## src/rtl/game_sequencer.sv

```systemverilog
// game_sequencer: brick-breaker game-flow FSM (IDLE/SERVE/PLAY/PAUSE/WIN/OVER), score and lives.
// Define GAME_PAUSE_EN to build the PAUSE state; otherwise state code 3 is illegal.
module game_sequencer #(
    parameter int         LIVES       = 3,
    parameter logic [9:0] MISS_Y      = 10'd470,
    parameter int         SERVE_TICKS = 24,
    parameter int         SCORE_MAX   = 9999
) (
    input  logic        clk_22,
    input  logic        rst,
    input  logic        start,
    input  logic        collision_trig,
    input  logic [9:0]  ball_y,
    input  logic        bricks_empty,
    output logic        run,
    output logic        load_level,
    output logic        serve,
    output logic [1:0]  lives,
    output logic [13:0] score,
    output logic [2:0]  state
);

    typedef enum logic [2:0] {
        S_IDLE  = 3'd0,
        S_SERVE = 3'd1,
        S_PLAY  = 3'd2,
        S_PAUSE = 3'd3,
        S_WIN   = 3'd4,
        S_OVER  = 3'd5
    } state_t;

    localparam int                HOLD_W     = (SERVE_TICKS > 1) ? $clog2(SERVE_TICKS) : 1;
    localparam logic [HOLD_W-1:0] HOLD_LAST  = HOLD_W'(SERVE_TICKS - 1);
    localparam logic [13:0]       SCORE_SAT  = 14'(SCORE_MAX);
    localparam logic [1:0]        LIVES_INIT = 2'(LIVES);

    state_t              r_state;
    logic                r_start_q;
    logic [HOLD_W-1:0]   r_hold_cnt;
    logic [1:0]          r_lives;
    logic [13:0]         r_score;
    logic                r_load_level;
    logic                r_serve;

    state_t              w_state_nxt;
    logic [HOLD_W-1:0]   w_hold_nxt;
    logic [1:0]          w_lives_nxt;
    logic [13:0]         w_score_nxt;
    logic                w_load_nxt;
    logic                w_serve_nxt;
    logic                w_start_edge;
    logic                w_miss;
    logic [13:0]         w_score_inc;

    assign w_start_edge = start & ~r_start_q;
    // Unsigned compare: wrapped y values above the screen also count as a miss.
    assign w_miss       = (ball_y >= MISS_Y);
    assign w_score_inc  = (r_score < SCORE_SAT) ? r_score + 14'd1 : r_score;

    always_ff @(posedge clk_22 or posedge rst) begin
        if (rst) begin
            r_state      <= S_IDLE;
            r_start_q    <= 1'b0;
            r_hold_cnt   <= '0;
            r_lives      <= LIVES_INIT;
            r_score      <= '0;
            r_load_level <= 1'b0;
            r_serve      <= 1'b0;
        end else begin
            // NOTE: sequential state uses non-blocking assignments so every register
            // samples the pre-edge values, independent of statement order.
            r_state      <= w_state_nxt;
            r_start_q    <= start;
            r_hold_cnt   <= w_hold_nxt;
            r_lives      <= w_lives_nxt;
            r_score      <= w_score_nxt;
            r_load_level <= w_load_nxt;
            r_serve      <= w_serve_nxt;
        end
    end

    always_comb begin
        // NOTE: every output of this block is defaulted first so no path can infer a latch.
        w_state_nxt = r_state;
        w_hold_nxt  = '0;
        w_lives_nxt = r_lives;
        w_score_nxt = r_score;
        w_load_nxt  = 1'b0;
        w_serve_nxt = 1'b0;

        case (r_state)
            S_IDLE, S_OVER: begin
                if (w_start_edge) begin
                    w_state_nxt = S_SERVE;
                    w_load_nxt  = 1'b1;
                    w_serve_nxt = 1'b1;
                    w_lives_nxt = LIVES_INIT;
                    w_score_nxt = '0;
                end
            end

            S_SERVE: begin
                if (r_hold_cnt == HOLD_LAST) begin
                    w_state_nxt = S_PLAY;
                end else begin
                    w_hold_nxt = r_hold_cnt + 1'b1;
                end
            end

            S_PLAY: begin
                if (collision_trig) begin
                    w_score_nxt = w_score_inc;
                end
                // Win beats miss, miss beats pause.
                if (bricks_empty) begin
                    w_state_nxt = S_WIN;
                end else if (w_miss) begin
                    if (r_lives <= 2'd1) begin
                        w_lives_nxt = 2'd0;
                        w_state_nxt = S_OVER;
                    end else begin
                        w_lives_nxt = r_lives - 2'd1;
                        w_state_nxt = S_SERVE;
                        w_serve_nxt = 1'b1;
                    end
                end
`ifdef GAME_PAUSE_EN
                else if (w_start_edge) begin
                    w_state_nxt = S_PAUSE;
                end
`endif
            end

`ifdef GAME_PAUSE_EN
            S_PAUSE: begin
                if (w_start_edge) begin
                    w_state_nxt = S_PLAY;
                end
            end
`endif

            S_WIN: begin
                if (w_start_edge) begin
                    w_state_nxt = S_SERVE;
                    w_load_nxt  = 1'b1;
                    w_serve_nxt = 1'b1;
                end
            end

            default: begin
                w_state_nxt = S_IDLE;
            end
        endcase
    end

    assign run        = (r_state == S_PLAY);
    assign load_level = r_load_level;
    assign serve      = r_serve;
    assign lives      = r_lives;
    assign score      = r_score;
    assign state      = r_state;

endmodule

```

## config.mk

```make
export PLATFORM = sky130hd
export DESIGN_NAME = game_sequencer
export DESIGN_NICKNAME = d
export VERILOG_FILES = /design/src/rtl/game_sequencer.sv
export SDC_FILE = /design/constraint.sdc
export NUM_CORES = 1
export LEC_CHECK = 0
export CAP_MARGIN = 20
export CELL_PAD_IN_SITES_DETAIL_PLACEMENT = 2
export CELL_PAD_IN_SITES_GLOBAL_PLACEMENT = 2
export CORE_UTILIZATION = 30
export CTS_CLUSTER_SIZE = 10
export DETAILED_ROUTE_END_ITERATION = 8
export GPL_ROUTABILITY_DRIVEN = 0
export PLACE_DENSITY = 0.9
export SYNTH_ARGS = -nofsm -noshare
export SYNTH_HDL_FRONTEND = slang
export SYNTH_SLANG_ARGS = --single-unit
```

## constraint.sdc

```tcl
create_clock -name clk_22 -period 2.3 [get_ports clk_22]
set_clock_uncertainty 0.05 [all_clocks]
set_input_delay 0.46 -clock clk_22 [delete_from_list [all_inputs] [get_ports clk_22]]
set_output_delay 0.46 -clock clk_22 [all_outputs]
set_load 0.03 [all_outputs]
```

==> run metrics <==
status=complete, no violations; hold_buf cts=0; final clock period utilization by the worst path=93.1%; Reg clk slew, reported paths=100 ps; relative slew slack=60.6%; number of CTS-inserted buffers=3; wire length of the first global-routing pass=7.94 mm; Final Hold Viols=0; maximum achievable frequency=467 MHz; Async S/R FF share, synth=100%; endpoint required time on the critical path=1790 ps; post-synthesis instance area=1490 sq um; element type at the critical path end=output port; syn nets=165; cell types occupying the most area after synthesis=sky130_fd_sc_hd__dfrtp_1 (42%), sky130_fd_sc_hd__dfstp_2 (3.5%), sky130_fd_sc_hd__o31ai_1 (3.5%), sky130_fd_sc_hd__or4_1 (3.5%), sky130_fd_sc_hd__a21oi_1 (3.4%); dpl ws=3.15 ps; num rows=25; final HPWL from detailed placement=3.53 mm; Initial DRC Count=74; count of unresolved DRC violations after routing=0; Layout Nets=206; core region area=4750 sq um; minimum period implied by the final worst setup slack=2140 ps; total die area=5240 sq um; count of mapped cells out of synthesis=148; All-Layer GR Usage=19.6%; setup repair after global routing missed its margin=false; vertical die dimension=72.4 microns; total leakage power=0.813 nW; setup TNS=0 ps; worst-skew pair later-pin latency=270 ps; initial cell density of the core=31.2%; maximum count of clock buffers along a single path=2; maximum fanout encountered on the critical timing path=7; die width=72.4 microns; area used by multi-input combinational logic=764 sq um; number of register bits inferred by synthesis=27; routed wire length=4.59 mm; post-synth top area cell=sky130_fd_sc_hd__dfrtp_1; number of distinct library cell variants in the gate-level netlist after synthesis=48; category of the most critical setup path=flip-flop to output port; GRT Residual Overflow=0; IO Count=37; average size of a mapped cell=10.0 sq um; post-layout worst setup margin=158 ps; vias per cell=5.38; clock sink count=27; count of vias placed by the detailed router=1373; via count of the first global-routing pass=1567; Yosys warning total=0; CTS tree=done; # H-tree levels=1; fraction of synthesized cell area taken by the top area cell type=42.1%; max_cap viols=0; antenna violations before repair=0; diodes inserted=0; share of post-route cells with drive strength above 1=10.1%; Pins Over Slew Limit=0; class of the most critical hold timing path=flip-flop to flip-flop; total of endpoints with negative setup slack in the final report=0; Main synth FF type=sky130_fd_sc_hd__dfrtp_1; utilization after layout=41.6%; area of all sequential standard cells=679 sq um; count of input and output buffers=35; crit path launch type=flip-flop; transition at the pin with the smallest max-transition slack=590 ps; clk root buf=sky130_fd_sc_hd__clkbuf_8; worst endpoint data arrival time=1630 ps; VDD IR-drop max=0.417 mV; sequential fraction of the synthesis area=45.7%; Final Total Pwr=1.37 mW; count of nets left with antenna violations after detail routing=0; area grow syn2layout=33.2%; fill cell instance count of the final layout=517; DR pass1 iterations=4; largest net degree at the start of global routing=28; power density over cell area=692 nW/um^2; worst reg2reg setup slack=360 ps; routed length per placed instance=18.0 microns; number of synthesized flops with an enable pin=0
## cell usage in the layout (no fill, tap or decap), drive strengths merged, types with 2 or more instances in the layout
| master | synthesis | layout |
|---|---|---|
| nor3 | 3 | 3 |
| nand4 | 4 | 4 |
| dfrtp | 25 | 25 |
| and2 | 5 | 5 |
| mux2i | 5 | 5 |
| clkbuf | 1 | 3 |
| and3 | 4 | 4 |
| a21oi | 10 | 10 |
| ha | 2 | 2 |
| nor2 | 5 | 5 |
| nor3b | 2 | 2 |
| a211o | 2 | 2 |
| o31ai | 7 | 7 |
| o21ai | 6 | 6 |
| dfstp | 2 | 2 |
| inv | 9 | 9 |
| nand3 | 8 | 8 |
| clkdlybuf4s50 | 0 | 34 |
| or3 | 2 | 2 |
| a21boi | 2 | 2 |
| buf | 1 | 4 |
| nand2 | 13 | 13 |
| or4 | 7 | 7 |
| xnor2 | 2 | 2 |
## per-layer routing
metal	vias to the layer above	wire length [microns]	global-route usage [%]
li1	640	-	-
met1	699	1970	23.9
met2	32	2470	35.9
met3	2	141	2.50
met4	0	14	5.66
met5	-	0	0
## cell families after synthesis
family | Yosys count | synth area share (%)
XOR/XNOR | 3 | 1.77
AND/OR/NAND/NOR | 62 | 26.7
multiplexers | 5 | 3.37
buffers and inverters | 11 | 2.86
adder cells (fa/ha/maj) | 2 | 1.68
flip-flops | 27 | 45.7
AO/OA/AOI/OAI | 38 | 17.9
## synthesized netlist by cell type, types with 2 or more instances
| cell | count |
|---|---|
| sky130_fd_sc_hd__or4_1 | 7 |
| sky130_fd_sc_hd__dfstp_2 | 2 |
| sky130_fd_sc_hd__a211o_1 | 2 |
| sky130_fd_sc_hd__nand4_1 | 2 |
| sky130_fd_sc_hd__a21boi_0 | 2 |
| sky130_fd_sc_hd__xnor2_1 | 2 |
| sky130_fd_sc_hd__a21oi_1 | 10 |
| sky130_fd_sc_hd__nand2_1 | 13 |
| sky130_fd_sc_hd__mux2i_1 | 5 |
| sky130_fd_sc_hd__dfrtp_1 | 25 |
| sky130_fd_sc_hd__o21ai_0 | 3 |
| sky130_fd_sc_hd__and3_1 | 4 |
| sky130_fd_sc_hd__nor3b_1 | 2 |
| sky130_fd_sc_hd__or3_1 | 2 |
| sky130_fd_sc_hd__nor3_1 | 3 |
| sky130_fd_sc_hd__o31ai_1 | 7 |
| sky130_fd_sc_hd__o21ai_1 | 2 |
| sky130_fd_sc_hd__and2_1 | 5 |
| sky130_fd_sc_hd__nor2_1 | 5 |
| sky130_fd_sc_hd__ha_1 | 2 |
| sky130_fd_sc_hd__inv_1 | 9 |
| sky130_fd_sc_hd__nand3_1 | 8 |
## flip-flops by register name, indices dropped and copies added, names as in the netlist
register    flops
lives           2
r_hold_cnt      5
load_level      1
score          14
serve           1
r_start_q       1
state           3
## worst max-delay path: stages, from the launching register on
cell                      delay, ps
sky130_fd_sc_hd__dfrtp_1        480
sky130_fd_sc_hd__or3b_2         560
sky130_fd_sc_hd__inv_1          140
sky130_fd_sc_hd__buf_4          180
## through the flow
| stage | cell area (sq um) | hold WS [ps] | std cells |
|---|---|---|---|
| 2_1_floorplan | 1490 | 380 | 148 |
| 3_3_place_gp | 1930 | 396 | 251 |
| 3_5_place_dp | 1930 | 431 | 251 |
| 4_1_cts | 1980 | 446 | 255 |
| 5_1_grt | 1980 | 479 | 255 |
| 6_report | 1980 | 437 | 255 |
## power by group
part	leakage (nW)	switching, mW	internal, mW	total, mW
registers	0.358	0.0869	0.535	0.622
logic	0.429	0.266	0.205	0.471
clock network	0.0255	0.154	0.121	0.276
## cell type report
type / instances / area share, %
multi-input cells: 110 / 38.6
clock inverters: 1 / 0.253
inverters: 9 / 1.71
well taps: 67 / 4.24
clock buffers: 3 / 2.09
repair buffers: 38 / 18.7
flip-flops and latches: 27 / 34.3
## worst paths after layout
check,to,cells after the start,start
max,run,3,state[2]
min,r_hold_cnt[0],1,r_hold_cnt[0]
max reg2reg,score[9],4,score[5]
min reg2reg,r_hold_cnt[0],1,r_hold_cnt[0]
max in group asynchronous,lives[1],3,rst
min in group asynchronous,score[7],3,rst
## what timing repair did
| item | 4_1_cts | 5_1_grt |
|---|---|---|
| buffers inserted | 0 | 0 |
| gates resized for setup | 0 | 1 |
| setup endpoints to repair | 0 | 1 |
No activity file was read; power rests on OpenSTA's default activity.
